--- src/rtl/serial_ring_pkg.sv ---
// Shared constants and state encoding for the serial word ring feeder.
// Bit-phase geometry matches the 8-bit serial ring buffer.
package serial_ring_pkg;

    localparam int BITS_PER_WORD = 8;
    localparam int PHASE_W = 3;
    localparam logic [PHASE_W-1:0] PHASE_LAST = 3'd7;

    typedef enum logic [1:0] {
        IDLE,
        ARMED,
        LOAD
    } state_e;

endpackage

--- src/rtl/byte_fifo.sv ---
// Small synchronous byte FIFO; read data is valid whenever not empty.
// A push while full is refused even when a pop happens on the same edge.
module byte_fifo #(
    parameter int DEPTH = 4,
    parameter int WIDTH = 8
) (
    input  logic             clk,
    input  logic             reset,
    input  logic             push,
    input  logic [WIDTH-1:0] din,
    input  logic             pop,
    output logic [WIDTH-1:0] dout,
    output logic             full,
    output logic             empty
);

    localparam int AW = $clog2(DEPTH);

    logic [AW-1:0]    wptr_q, wptr_d;
    logic [AW-1:0]    rptr_q, rptr_d;
    logic [AW:0]      cnt_q, cnt_d;
    logic [WIDTH-1:0] mem_q [DEPTH];
    logic [WIDTH-1:0] mem_d [DEPTH];
    logic             do_push;
    logic             do_pop;

    assign full  = (cnt_q == (AW+1)'(DEPTH));
    assign empty = (cnt_q == '0);
    assign dout  = mem_q[rptr_q];

    assign do_push = push && !full;
    assign do_pop  = pop && !empty;

    always_comb begin
        wptr_d = wptr_q;
        rptr_d = rptr_q;
        cnt_d  = cnt_q;
        mem_d  = mem_q;
        if (do_push) begin
            mem_d[wptr_q] = din;
            wptr_d = wptr_q + AW'(1);
        end
        if (do_pop) begin
            rptr_d = rptr_q + AW'(1);
        end
        if (do_push && !do_pop) begin
            cnt_d = cnt_q + (AW+1)'(1);
        end else if (do_pop && !do_push) begin
            cnt_d = cnt_q - (AW+1)'(1);
        end
    end

    always_ff @(posedge clk) begin
        if (reset) begin
            wptr_q <= '0;
            rptr_q <= '0;
            cnt_q  <= '0;
        end else begin
            wptr_q <= wptr_d;
            rptr_q <= rptr_d;
            cnt_q  <= cnt_d;
        end
    end

    // Storage needs no reset: entries are only read after being written.
    always_ff @(posedge clk) begin
        mem_q <= mem_d;
    end

endmodule

--- src/rtl/serial_word_loader.sv ---
// Feeds queued bytes bit-serially (LSB first) into the serial word ring,
// one byte per 8-cycle word period over a WORD_COUNT-word load pass.
module serial_word_loader
    import serial_ring_pkg::*;
#(
    parameter int WORD_COUNT = 22,
    parameter int FIFO_DEPTH = 4
) (
    input  logic                          clk,
    input  logic                          reset,
    input  logic [7:0]                    in_data,
    input  logic                          in_valid,
    output logic                          in_ready,
    input  logic                          start,
    output logic                          write,
    output logic                          din,
    output logic [PHASE_W-1:0]            phase,
    output logic [$clog2(WORD_COUNT)-1:0] slot,
    output logic                          busy,
    output logic                          done,
    output logic                          underrun
);

    localparam int SLOT_W = $clog2(WORD_COUNT);
    localparam logic [SLOT_W-1:0] SLOT_LAST = SLOT_W'(WORD_COUNT - 1);

    state_e                   state_q, state_d;
    logic [PHASE_W-1:0]       phase_q, phase_d;
    logic [SLOT_W-1:0]        slot_q, slot_d;
    logic [BITS_PER_WORD-1:0] shreg_q, shreg_d;
    logic                     wr_act_q, wr_act_d;
    logic                     underrun_q, underrun_d;
    logic                     done_q, done_d;

    logic                     boundary;
    logic                     load_word;
    logic                     fifo_pop;
    logic                     fifo_full;
    logic                     fifo_empty;
    logic [7:0]               fifo_dout;

    byte_fifo #(
        .DEPTH(FIFO_DEPTH),
        .WIDTH(8)
    ) u_fifo (
        .clk  (clk),
        .reset(reset),
        .push (in_valid),
        .din  (in_data),
        .pop  (fifo_pop),
        .dout (fifo_dout),
        .full (fifo_full),
        .empty(fifo_empty)
    );

    assign boundary = (phase_q == PHASE_LAST);

    always_comb begin
        phase_d    = phase_q + PHASE_W'(1);
        state_d    = state_q;
        slot_d     = slot_q;
        shreg_d    = shreg_q;
        wr_act_d   = wr_act_q;
        underrun_d = underrun_q;
        done_d     = 1'b0;
        load_word  = 1'b0;
        fifo_pop   = 1'b0;

        unique case (state_q)
            IDLE: begin
                if (start) begin
                    underrun_d = 1'b0;
                    slot_d     = '0;
                    if (boundary) begin
                        state_d   = LOAD;
                        load_word = 1'b1;
                    end else begin
                        state_d = ARMED;
                    end
                end
            end
            ARMED: begin
                if (boundary) begin
                    state_d   = LOAD;
                    slot_d    = '0;
                    load_word = 1'b1;
                end
            end
            LOAD: begin
                if (boundary) begin
                    if (slot_q == SLOT_LAST) begin
                        state_d  = IDLE;
                        slot_d   = '0;
                        wr_act_d = 1'b0;
                        done_d   = 1'b1;
                    end else begin
                        slot_d    = slot_q + SLOT_W'(1);
                        load_word = 1'b1;
                    end
                end
            end
            default: begin
                state_d = IDLE;
            end
        endcase

        // An empty FIFO leaves the word untouched so the ring recirculates it.
        if (load_word) begin
            if (!fifo_empty) begin
                fifo_pop = 1'b1;
                shreg_d  = fifo_dout;
                wr_act_d = 1'b1;
            end else begin
                wr_act_d   = 1'b0;
                underrun_d = 1'b1;
            end
        end
    end

    always_ff @(posedge clk) begin
        if (reset) begin
            state_q    <= IDLE;
            phase_q    <= '0;
            slot_q     <= '0;
            shreg_q    <= '0;
            wr_act_q   <= 1'b0;
            underrun_q <= 1'b0;
            done_q     <= 1'b0;
        end else begin
            state_q    <= state_d;
            phase_q    <= phase_d;
            slot_q     <= slot_d;
            shreg_q    <= shreg_d;
            wr_act_q   <= wr_act_d;
            underrun_q <= underrun_d;
            done_q     <= done_d;
        end
    end

    assign in_ready = !fifo_full;
    assign write    = wr_act_q;
    assign din      = wr_act_q ? shreg_q[phase_q] : 1'b0;
    assign phase    = phase_q;
    assign slot     = slot_q;
    assign busy     = (state_q != IDLE);
    assign done     = done_q;
    assign underrun = underrun_q;

endmodule

--- config.mk ---
export PLATFORM = sky130hd
export DESIGN_NAME = serial_word_loader
export DESIGN_NICKNAME = d
export VERILOG_FILES = /design/src/rtl/serial_ring_pkg.sv /design/src/rtl/byte_fifo.sv /design/src/rtl/serial_word_loader.sv
export SDC_FILE = /design/constraint.sdc
export NUM_CORES = 1
export LEC_CHECK = 0
export ABC_CLOCK_PERIOD_IN_PS = 2600
export BUFFER_PORTS_ARGS = -buffer_cell sky130_fd_sc_hd__buf_2
export CAP_MARGIN = 20
export CORE_AREA = 10 10 97 99
export CTS_CLUSTER_DIAMETER = 200
export DETAILED_ROUTE_END_ITERATION = 16
export DIE_AREA = 0 0 107 109
export SYNTH_ARGS = -nofsm -noshare
export SYNTH_HDL_FRONTEND = slang
export SYNTH_SLANG_ARGS = --single-unit
--- constraint.sdc ---
create_clock -name clk -period 2.6 [get_ports clk]
set_input_delay 0.52 -clock clk [delete_from_list [all_inputs] [get_ports clk]]
set_output_delay 0.52 -clock clk [all_outputs]
set_load 0.02 [all_outputs]
# == Yosys cells after proc, flatten, opt, wreduce, memory -nomap -nowiden ==
# Index checks and enable logic that the tools add are counted.
# totals
word_cells,98
register_bits,60
out_inout_bits,14
input_bits,12
# op_classes
bitwise,5
n_eq_ne,9
n_reduce_logical,22
n_lt_le_gt_ge,4
muxes,38
add_sub_neg,6
# op_table
cell,n
$bwmux W32,1
$mux W8,3
$mux W5,4
$mux W1,17
$bmux W8 S2,1
$demux W8 S2,1
$pmux W5 S3,1
$mux W2,5
$reduce_bool A2 Y1,5
$ne A2 B2 Y1 const B,4
$reduce_and A4 Y1,2
$add A3 B1 Y3 const B,2
$eq A3 B3 Y1 const B,2
$ge A3 B3 Y1 const B,2
$mux W3,2
$not A2 Y3,2
$pmux W2 S3,1
$add A5 B1 Y5 const B,1
$eq A5 B5 Y1 const B,1
$logic_and A1 B1 Y1,5
$add A2 B1 Y2 const B,2
$logic_not A1 Y1,4
$lt A3 B4 Y1 const B,1
$bmux W1 S3,1
other kinds (12),14

# == Depth between registers and ports, before layout ==
# Gate-level depths: netlist of run 1.
# logic_depth
depth_word,9
depth_mapped,11
depth_no_buf,10

# == Modules after synthesis ==
# Synthesis of run 1 repeated with hierarchy kept, for this count alone.
# unflattened
cells_unflattened,192
area_unflattened_um2,2615.0
# modules_own_cells
module,n_inst,area_per_inst_um2,cells_per_inst
byte_fifo,1,1581.5,86
serial_word_loader,1,1033.5,106

# == Least setup slack after synthesis of run 1 ==
# Ideal clock, no wire load.
# synth_timing
path_kind,register to register
startpoint,"register phase_q[0], in the netlist phase[0]"
endpoint,register u_fifo.cnt_q[2]
arrival_time_ns,2.561
stages_incl_launch_ff,12
path_slack_ns,-0.032
period_less_slack_ns,2.632
path_cell_list,dfxtp_1 ha_1 ha_1 a21boi_2 o2111ai_2 buf_6 ha_1 inv_1 fa_1 xor2_1 or3_1 a21oi_1
# synth_via
elab_chain_len,9
elab_cells_between_ends,12
classes_between,eq/ne: 1; mux: 6; reduce/logical: 5
# synth_lines
item,line_no,rtl
"start, declared",serial_word_loader.sv:28,"logic [PHASE_W-1:0] phase_q, phase_d;"
"start signal, assigned",serial_word_loader.sv:131,phase_q <= phase_d;
$eq A3 B3 Y1 (*),serial_word_loader.sv:56,assign boundary = (phase_q == PHASE_LAST);
$mux W1,"serial_word_loader.sv:74, serial_word_loader.sv:83",
$mux W1,serial_word_loader.sv:71,if (start) begin
$pmux W1 S3 (*),serial_word_loader.sv:69,unique case (state_q)
$mux W1 (*),serial_word_loader.sv:108,if (load_word) begin
$logic_and A1 B1 Y1 (*),byte_fifo.sv:32,assign do_pop = pop && !empty;
$logic_not A1 Y1,byte_fifo.sv:46,if (do_push && !do_pop) begin
$logic_and A1 B1 Y1,byte_fifo.sv:46,
$mux W3 or $reduce_bool A2 Y1 (tied branches),-,
"end signal, assigned",byte_fifo.sv:61,cnt_q <= cnt_d;
"end, declared",byte_fifo.sv:21,"logic [AW:0] cnt_q, cnt_d;"
# Every way passes the cells marked *; elsewhere a longest branch is shown, timed or not.
# A chain may end at the register's enable or synchronous reset.

# == Worst setup path in the final report of run 1 ==
# Same ends and word-level chain as after synthesis.

==> results of run 1 <==
## worst register-to-register path: cells and delay by family, from the launching register on
family	cells	cell delay, ns
compound gates	3	0.40
xor+xnor	1	0.15
fa+ha+maj	4	1.02
buf+inv	1	0.07
flops	1	0.35
simple gates	1	0.30
## synth_stat cells (2+ instances only)
master / n
sky130_fd_sc_hd__edfxtp_1: 32
sky130_fd_sc_hd__dfxtp_1: 28
sky130_fd_sc_hd__nor2_1: 20
sky130_fd_sc_hd__mux2i_1: 13
sky130_fd_sc_hd__mux4_2: 10
sky130_fd_sc_hd__ha_1: 9
sky130_fd_sc_hd__a21oi_1: 6
sky130_fd_sc_hd__inv_1: 6
sky130_fd_sc_hd__and2_1: 4
sky130_fd_sc_hd__nand2_1: 4
sky130_fd_sc_hd__nor2b_1: 4
sky130_fd_sc_hd__xor2_1: 4
sky130_fd_sc_hd__clkbuf_1: 3
sky130_fd_sc_hd__nor3_1: 3
sky130_fd_sc_hd__o21ai_0: 3
sky130_fd_sc_hd__a21boi_2: 2
sky130_fd_sc_hd__a31oi_1: 2
sky130_fd_sc_hd__buf_2: 2
sky130_fd_sc_hd__buf_6: 2
sky130_fd_sc_hd__nand2b_1: 2
sky130_fd_sc_hd__nand3_1: 2
sky130_fd_sc_hd__nor4_1: 2
sky130_fd_sc_hd__or3_1: 2
## registers in the layout, indices dropped and copies added, names as in the netlist
register and count:
u_fifo.mem_q 32, shreg_q 8, slot 5, phase 3
u_fifo.cnt_q 3, state_q 2, u_fifo.rptr_q 2, u_fifo.wptr_q 2
done 1, underrun 1, write 1
## worst min-delay path by stage
| stage | from | endpoint | slack (ns) | cells past startpoint |
|---|---|---|---|---|
| floorplan | shreg_q[2] | shreg_q[2] | 0.46 | 2 |
| global placement | underrun | underrun | 0.46 | 2 |
| detailed placement | phase[0] | phase[0] | 0.46 | 1 |
| CTS | in_data[6] | u_fifo.mem_q[14] | 0.37 | 1 |
| global route | in_data[6] | u_fifo.mem_q[14] | 0.38 | 1 |
| finish | in_data[6] | u_fifo.mem_q[14] | 0.39 | 1 |
## kinds of logic after synthesis
| family | Yosys count |
|---|---|
| flops | 60 |
| fa+ha+maj | 10 |
| xor+xnor | 5 |
| simple gates | 51 |
| mux | 24 |
| compound gates | 20 |
| buf+inv | 14 |
## power groups by stage
stage	Clock, mW	Sequential (mW)	Combinational, mW
3_5_place_dp	0	1.12	0.198
5_1_grt	0.951	1.11	0.224
4_1_cts	0.913	1.10	0.200
2_1_floorplan	0	1.12	0.139
6_report	0.881	1.10	0.195
3_3_place_gp	0	1.12	0.197
## area by class of cell
class                           instances  area [µm²]  area share
Clock buffer                           10         128      0.0426
Clock inverter                          5        77.6      0.0259
Inverter                                6        22.5     0.00753
Multi-Input combinational cell        110         958       0.320
Sequential cell                        60        1520       0.509
Tap cell                              102         128      0.0426
Timing Repair Buffer                   29         155      0.0518
## layer usage
| metal | vias to the layer above | GRT usage |
|---|---|---|
| li1 | 746 | - |
| met1 | 717 | 0.104 |
| met2 | 42 | 0.126 |
| met3 | 12 | 0.0383 |
| met4 | 0 | 0.0551 |
| met5 | - | 0 |
## per-stage QoR
step	power, mW	cell area, µm²	instances	hold WS, ns	utilization
final	2.18	2990	322	0.393	0.398
after global routing	2.29	2990	322	0.384	0.398
after CTS	2.22	2990	322	0.368	0.398
after detailed placement	1.32	2790	307	0.465	0.370
after global placement	1.32	2790	307	0.461	0.370
after floorplan	1.25	2550	184	0.458	-
==> results_tabular.tex, run 1 <==
\begin{tabular}{lr}
\hline
Metric & Value \\
\hline
\multicolumn{2}{l}{\textbf{Placed design}} \\
\quad Final HPWL from detailed placement & 3170 µm \\
\quad Number of buffer cells added on primary ports & 25 \\
\quad Gp weighted congestion & 0.785 \\
\quad Placement-stage worst setup slack & 0.119 ns \\
\multicolumn{2}{l}{\textbf{Die}} \\
\quad Row cnt & 32 \\
\quad Die width & 107 µm \\
\quad Total I/O pin count & 26 \\
\quad Area of the core & 7530 µm² \\
\quad DIE HEIGHT & 109 µm \\
\quad Initial Utilization & 0.339 \\
\quad Floorplan die area & 11,700 µm² \\
\multicolumn{2}{l}{\textbf{Routing}} \\
\quad Average wire length per cell after detail routing & 14.3 µm \\
\quad Wire length on met2 & 2040 µm \\
\quad Drt first pass iters & 4 \\
\quad Routed metal-1 wire length & 2140 µm \\
\quad Met3 routed WL & 319 µm \\
\quad Count of nets left with antenna violations after detail routing & 0 \\
\quad Final routed DRC violation total & 0 \\
\quad First-iteration detailed-routing DRC count & 41 \\
\quad Number of vias in the routed layout & 1,517 \\
\quad Detailed Route WL & 4610 µm \\
\quad Via density per instance & 4.71 \\
\quad Uppermost layer routed & met4 \\
\multicolumn{2}{l}{\textbf{CTS}} \\
\quad CTS buffer count & 9 \\
\quad \# Post-CTS Setup Buffers & 0 \\
\quad CTS tree & built \\
\quad Clock slew seen by the registers of the worst setup and hold paths & 0.07 ns \\
\quad H-tree lvl count & 3 \\
\quad Largest buffer count on any clock path & 2 \\
\quad Number of cells upsized or downsized after cts & 0 \\
\quad TritonCTS Sinks & 60 \\
\quad Clk\_lat worst skew & 0.34 ns \\
\quad Hold buffer count at cts & 0 \\
\quad Root Buffer & sky130\_fd\_sc\_hd\_\_clkbuf\_8 \\
\multicolumn{2}{l}{\textbf{Worst setup path}} \\
\quad Cell depth of the worst flop-to-flop path & 10 \\
\quad Data required time of the worst path & 2.87 ns \\
\quad Critical path's top delay family & adder cells \\
\quad Crit-path most repeated cell & sky130\_fd\_sc\_hd\_\_ha\_1 \\
\quad Delay of the slowest cell on the worst path & 0.42 ns \\
\quad Arr. time, crit path & 2.62 ns \\
\quad Crit path cell chain & ha\_1 > ha\_1 > a21boi\_2 > o2111ai\_2 > ha\_1 > inv\_1 > fa\_1 > xor2\_1 > or3\_1 > a21oi\_1 \\
\quad Number of buffers and inverters on the critical path & 1 \\
\quad Depth of the critical timing path with buffers and inverters included & 10 \\
\quad Register-to-register setup slack & 0.25 ns \\
\quad Critical path startpoint & phase[0] \\
\quad Max stage delay cell, worst path & sky130\_fd\_sc\_hd\_\_fa\_1 \\
\quad Startpoint types & register \\
\quad Maximum fanout along the worst path & 5 \\
\quad Endpoint of the lowest-slack register-to-register path & u\_fifo.cnt\_q[2] \\
\quad Reg-to-reg critical path startpoint & phase[0] \\
\quad Type of the worst setup path & reg -> reg \\
\quad Crit end category & register \\
\quad Setup crit end & u\_fifo.cnt\_q[2] \\
\multicolumn{2}{l}{\textbf{Final layout}} \\
\quad Diode count & 0 \\
\quad Fraction of layout instances using a drive strength above 1 & 0.277 \\
\quad Total number of nets in the final design & 238 \\
\quad Leading cell type in the layout, fill and taps excluded & sky130\_fd\_sc\_hd\_\_edfxtp\_1 \\
\quad Commonest non-fill, non-tap cells in the layout & 32 x sky130\_fd\_sc\_hd\_\_edfxtp\_1, 26 x sky130\_fd\_sc\_hd\_\_dfxtp\_1, 25 x sky130\_fd\_sc\_hd\_\_buf\_2, 20 x sky130\_fd\_sc\_hd\_\_nor2\_1, 13 x sky130\_fd\_sc\_hd\_\_mux2i\_1 \\
\quad Total of fill cells in the finished design & 752 \\
\quad Layout-stage area growth over the synthesis result & 17.4\% \\
\multicolumn{2}{l}{\textbf{Timing}} \\
\quad RSZ-0062 raised after global routing & no \\
\quad Peak clock frequency supported by timing & 425 MHz \\
\quad Clock period minus final worst setup slack & 2.35 ns \\
\quad Setup violators final & 0 \\
\quad Number of pins with negative max-slew slack in the final report & 0 \\
\quad Tightest slew margin relative to the limit & 0.587 \\
\quad Setup\_tns & 0 ns \\
\quad Portion of the clock cycle consumed by the worst path in the final layout & 0.904 \\
\quad Measured slew at the worst slew-check pin & 0.618 ns \\
\quad Count of final hold-check violations & 0 \\
\quad Worst path setup slack after routing & 0.249 ns \\
\quad Final clock skew & 0.00660 ns \\
\multicolumn{2}{l}{\textbf{Yosys}} \\
\quad Most instantiated flip-flop cell in the synthesis netlist & sky130\_fd\_sc\_hd\_\_edfxtp\_1 \\
\quad Share of the synthesized netlist area taken by xor and xnor gates & 0.0172 \\
\quad Synth unique cells & 42 \\
\quad Net Count, Synth & 206 \\
\quad Synthesized instance count & 184 \\
\quad Sequential cell area fraction in the yosys report & 0.597 \\
\quad Register bit total from synthesis & 60 \\
\quad Dominant cell type by area after synthesis & sky130\_fd\_sc\_hd\_\_edfxtp\_1 \\
\quad Share of synthesized flip-flops with an asynchronous set or reset & 0 \\
\quad Synthesized-area fraction occupied by adder cells & 0.0520 \\
\quad Synthesized-area fraction occupied by and/or/nand/nor cells & 0.105 \\
\quad Syn Std Cell Area & 2550 µm² \\
\quad Main combinational cell family by area after synthesis & multiplexers \\
\quad Fraction of the mapped netlist area in compound gates & 0.0574 \\
\quad Syn\_area\_per\_cell & 13.9 µm² \\
\quad Area share of the leading cell type in the synthesized netlist & 0.377 \\
\quad Number of flops mapped to enable cells by yosys & 32 \\
\quad Synth top area cells & sky130\_fd\_sc\_hd\_\_edfxtp\_1 38\%, sky130\_fd\_sc\_hd\_\_dfxtp\_1 22\%, sky130\_fd\_sc\_hd\_\_mux4\_2 8.8\% \\
\quad Total number of yosys warnings & 0 \\
\quad Proportion of synthesized area in mux cells & 0.144 \\
\multicolumn{2}{l}{\textbf{Min path}} \\
\quad Path type of the worst min-delay path & in -> reg \\
\multicolumn{2}{l}{\textbf{Global route}} \\
\quad Wire length of the first global-routing pass & 7710 µm \\
\quad GRT Resource Usage Total & 0.0871 \\
\quad Number of global-route vias before repair & 1,508 \\
\quad Number of antenna violations at the first check in global routing & 0 \\
\quad Overflow left after global routing & 0 \\
\quad Pin count of the biggest net entering global routing & 30 \\
\multicolumn{2}{l}{\textbf{Power}} \\
\quad Portion of total power attributed to combinational logic & 0.089 \\
\quad Power density of the placed cells & 727 nW/µm² \\
\quad Maximum VDD drop & 412 µV \\
\quad Sequential share of power & 0.506 \\
\quad Internal power summed over all cells & 1.68 mW \\
\quad Clock Power Share & 0.405 \\
\quad Sw Ratio & 0.229 \\
\quad Leakage power figure & 1.16 nW \\
\quad Power spent charging and discharging nets & 498 µW \\
\multicolumn{2}{l}{\textbf{Run status}} \\
\quad Run status & finished, final reports clean \\
\multicolumn{2}{l}{\textbf{Flow run}} \\
\quad Number of max-cap violations & 0 \\
\hline
\end{tabular}
Power figures use the tool's default switching activity.
==> inputs of run 2 (changes only) <==
--- a/config.mk
+++ b/config.mk
@@ -10,8 +10,10 @@
 export CAP_MARGIN = 20
 export CORE_AREA = 10 10 97 99
 export CTS_CLUSTER_DIAMETER = 200
+export CTS_CLUSTER_SIZE = 25
 export DETAILED_ROUTE_END_ITERATION = 16
 export DIE_AREA = 0 0 107 109
+export RECOVER_POWER = 100
 export SYNTH_ARGS = -nofsm -noshare
 export SYNTH_HDL_FRONTEND = slang
 export SYNTH_SLANG_ARGS = --single-unit
==> run 2 against run 1 <==
Via count down 1.3%. Sequential share of layout area up 0.73 points. First-iteration DRC count up 15%. Hold slack better by 0.050 ns. Final cell count unchanged. Sequential power about the same. Routed wire length up 1.7%. Fmax down 0.18%. Non-clock buffer count unchanged. Critical path type unchanged. Largest cell class unchanged. Largest power group unchanged.
==> results_tabular.tex, run 2 (synthesis results as in run 1) <==
\begin{tabular}{lr}
\hline
Metric & Value \\
\hline
\multicolumn{2}{l}{\textbf{CTS}} \\
\quad H-tree lvl count & 3 (unchanged) \\
\quad Largest buffer count on any clock path & 2 (unchanged) \\
\quad Clock slew seen by the registers of the worst setup and hold paths & 0.07 ns (about the same) \\
\quad CTS tree & built (unchanged) \\
\quad Clk\_lat worst skew & 0.34 ns (about the same) \\
\quad Number of cells upsized or downsized after cts & 0 (unchanged) \\
\quad TritonCTS Sinks & 60 (unchanged) \\
\quad Root Buffer & sky130\_fd\_sc\_hd\_\_clkbuf\_8 (unchanged) \\
\quad CTS buffer count & 9 (unchanged) \\
\quad \# Post-CTS Setup Buffers & 0 (unchanged) \\
\quad Hold buffer count at cts & 0 (unchanged) \\
\multicolumn{2}{l}{\textbf{Routing}} \\
\quad Number of vias in the routed layout & 1,497 (was 1,517) \\
\quad Detailed Route WL & 4690 µm (was 4610 µm) \\
\quad Via density per instance & 4.65 (was 4.71) \\
\quad First-iteration detailed-routing DRC count & 47 (was 41) \\
\quad Average wire length per cell after detail routing & 14.6 µm (was 14.3 µm) \\
\quad Count of nets left with antenna violations after detail routing & 0 (unchanged) \\
\quad Drt first pass iters & 4 (unchanged) \\
\quad Final routed DRC violation total & 0 (unchanged) \\
\multicolumn{2}{l}{\textbf{Final layout}} \\
\quad Total of fill cells in the finished design & 762 (was 752) \\
\quad Layout-stage area growth over the synthesis result & 15.7\% (was 17.4\%) \\
\quad Max FFs per register & 32 (unchanged) \\
\quad Post-route standard cell area excluding fillers & 2950 µm² (was 2990 µm²) \\
\quad Fraction of layout instances using a drive strength above 1 & 0.159 (was 0.277) \\
\quad Total number of nets in the final design & 238 (unchanged) \\
\quad Commonest non-fill, non-tap cells in the layout & 32 x sky130\_fd\_sc\_hd\_\_edfxtp\_1, 26 x sky130\_fd\_sc\_hd\_\_clkbuf\_1, 26 x sky130\_fd\_sc\_hd\_\_dfxtp\_1, 20 x sky130\_fd\_sc\_hd\_\_nor2\_1, 13 x sky130\_fd\_sc\_hd\_\_mux2i\_1 (was 32 x sky130\_fd\_sc\_hd\_\_edfxtp\_1, 26 x sky130\_fd\_sc\_hd\_\_dfxtp\_1, 25 x sky130\_fd\_sc\_hd\_\_buf\_2, 20 x sky130\_fd\_sc\_hd\_\_nor2\_1, 13 x sky130\_fd\_sc\_hd\_\_mux2i\_1) \\
\quad Diode count & 0 (unchanged) \\
\quad Biggest register & u\_fifo.mem\_q (unchanged) \\
\quad Leading cell type in the layout, fill and taps excluded & sky130\_fd\_sc\_hd\_\_edfxtp\_1 (unchanged) \\
\multicolumn{2}{l}{\textbf{Timing}} \\
\quad Setup violators final & 0 (unchanged) \\
\quad Count of final hold-check violations & 0 (unchanged) \\
\quad Setup\_tns & 0 ns (unchanged) \\
\quad Measured slew at the worst slew-check pin & 0.721 ns (was 0.618 ns) \\
\quad Clock period minus final worst setup slack & 2.36 ns (was 2.35 ns) \\
\quad Peak clock frequency supported by timing & 425 MHz (about the same) \\
\quad Number of pins with negative max-slew slack in the final report & 0 (unchanged) \\
\quad Final clock skew & 0.00646 ns (was 0.00660 ns) \\
\quad Tightest slew margin relative to the limit & 0.519 (was 0.587) \\
\quad Worst hold slack & 0.443 ns (was 0.393 ns) \\
\quad Portion of the clock cycle consumed by the worst path in the final layout & 0.906 (was 0.904) \\
\quad RSZ-0062 raised after global routing & no (unchanged) \\
\multicolumn{2}{l}{\textbf{Global route}} \\
\quad Overflow left after global routing & 0 (unchanged) \\
\quad Global-route track usage on met1 & 0.104 (unchanged) \\
\quad Met3 layer usage reported by global route & 0.0383 (unchanged) \\
\quad Number of antenna violations at the first check in global routing & 0 (unchanged) \\
\quad Met2 usage in global routing & 0.126 (unchanged) \\
\quad Pin count of the biggest net entering global routing & 30 (unchanged) \\
\quad Most Crowded Layer GR & met2 (unchanged) \\
\quad Number of global-route vias before repair & 1,508 (unchanged) \\
\quad GRT Resource Usage Total & 0.0871 (unchanged) \\
\quad Wire length of the first global-routing pass & 7710 µm (unchanged) \\
\multicolumn{2}{l}{\textbf{Power}} \\
\quad Power density of the placed cells & 734 nW/µm² (was 727 nW/µm²) \\
\quad Maximum VDD drop & 408 µV (was 412 µV) \\
\quad Pwr Total & 2.17 mW (was 2.18 mW) \\
\quad Leakage power figure & 1.07 nW (was 1.16 nW) \\
\multicolumn{2}{l}{\textbf{Placed design}} \\
\quad Post-Place Cell Area & 2790 µm² (unchanged) \\
\quad Final HPWL from detailed placement & 3170 µm (unchanged) \\
\quad Number of buffer cells added on primary ports & 25 (unchanged) \\
\quad Gp weighted congestion & 0.785 (unchanged) \\
\multicolumn{2}{l}{\textbf{Worst setup path}} \\
\quad Crit path cell chain & ha\_1 > ha\_1 > a21boi\_2 > o2111ai\_2 > ha\_1 > inv\_1 > fa\_1 > xor2\_1 > or3\_1 > a21oi\_1 (unchanged) \\
\quad Arr. time, crit path & 2.63 ns (was 2.62 ns) \\
\quad Data required time of the worst path & 2.87 ns (about the same) \\
\quad Type of the worst setup path & reg -> reg (unchanged) \\
\quad Max stage delay cell, worst path & sky130\_fd\_sc\_hd\_\_fa\_1 (unchanged) \\
\quad Crit end category & register (unchanged) \\
\quad Maximum fanout along the worst path & 5 (unchanged) \\
\quad Number of buffers and inverters on the critical path & 1 (unchanged) \\
\quad Delay of the slowest cell on the worst path & 0.42 ns (about the same) \\
\quad Startpoint types & register (unchanged) \\
\quad Crit-path most repeated cell & sky130\_fd\_sc\_hd\_\_ha\_1 (unchanged) \\
\quad Critical path's top delay family & adder cells (unchanged) \\
\multicolumn{2}{l}{\textbf{Flow run}} \\
\quad Number of max-cap violations & 0 (unchanged) \\
\multicolumn{2}{l}{\textbf{Die}} \\
\quad Die width & 107 µm (unchanged) \\
\quad Total I/O pin count & 26 (unchanged) \\
\quad Row cnt & 32 (unchanged) \\
\quad Area of the core & 7530 µm² (unchanged) \\
\quad DIE HEIGHT & 109 µm (unchanged) \\
\quad Initial Utilization & 0.339 (unchanged) \\
\quad Floorplan die area & 11,700 µm² (unchanged) \\
\multicolumn{2}{l}{\textbf{Run status}} \\
\quad Run status & finished, final reports clean (unchanged) \\
\multicolumn{2}{l}{\textbf{Min path}} \\
\quad Path type of the worst min-delay path & in -> reg (unchanged) \\
\hline
\end{tabular}
==> run 2: final cells by class <==
cell class | instances | area, µm² | area share
clock inverter | 5 | 77.6 | 0.0263
multi-input combinational | 110 | 955 | 0.324
timing repair buffer | 29 | 116 | 0.0394
clock buffer | 10 | 128 | 0.0433
tap | 102 | 128 | 0.0433
inverter | 6 | 22.5 | 0.00763
sequential | 60 | 1520 | 0.517
==> run 2: where the power goes <==
group          internal (mW)  switching, mW  total, mW
logic                 0.0775          0.108      0.186
registers               1.06         0.0369       1.10
clock network          0.530          0.349      0.880
total                   1.67          0.494       2.17
==> run 2: final timing paths <==
check | start | endpoint | slack (ns) | cells after the start
max | phase[0] | u_fifo.cnt_q[2] | 0.24 | 10
min | in_data[6] | u_fifo.mem_q[14] | 0.44 | 1
max reg2reg | phase[0] | u_fifo.cnt_q[2] | 0.24 | 10
min reg2reg | phase[0] | phase[0] | 0.48 | 1
==> run 2: metrics by stage <==
stage	setup slack, ns	util	instances
2_1_floorplan	0.0203	-	184
3_3_place_gp	0.166	0.370	307
3_5_place_dp	0.119	0.370	307
4_1_cts	0.222	0.398	322
5_1_grt	0.0267	0.392	322
6_report	0.244	0.392	322
==> run 2: metal layers <==
metal  part of all wire  vias to the layer above
met3              0.065                       12
met1               0.48                      707
met4              0.024                        0
met2               0.43                       34
met5                  0                        -
li1                   -                      744
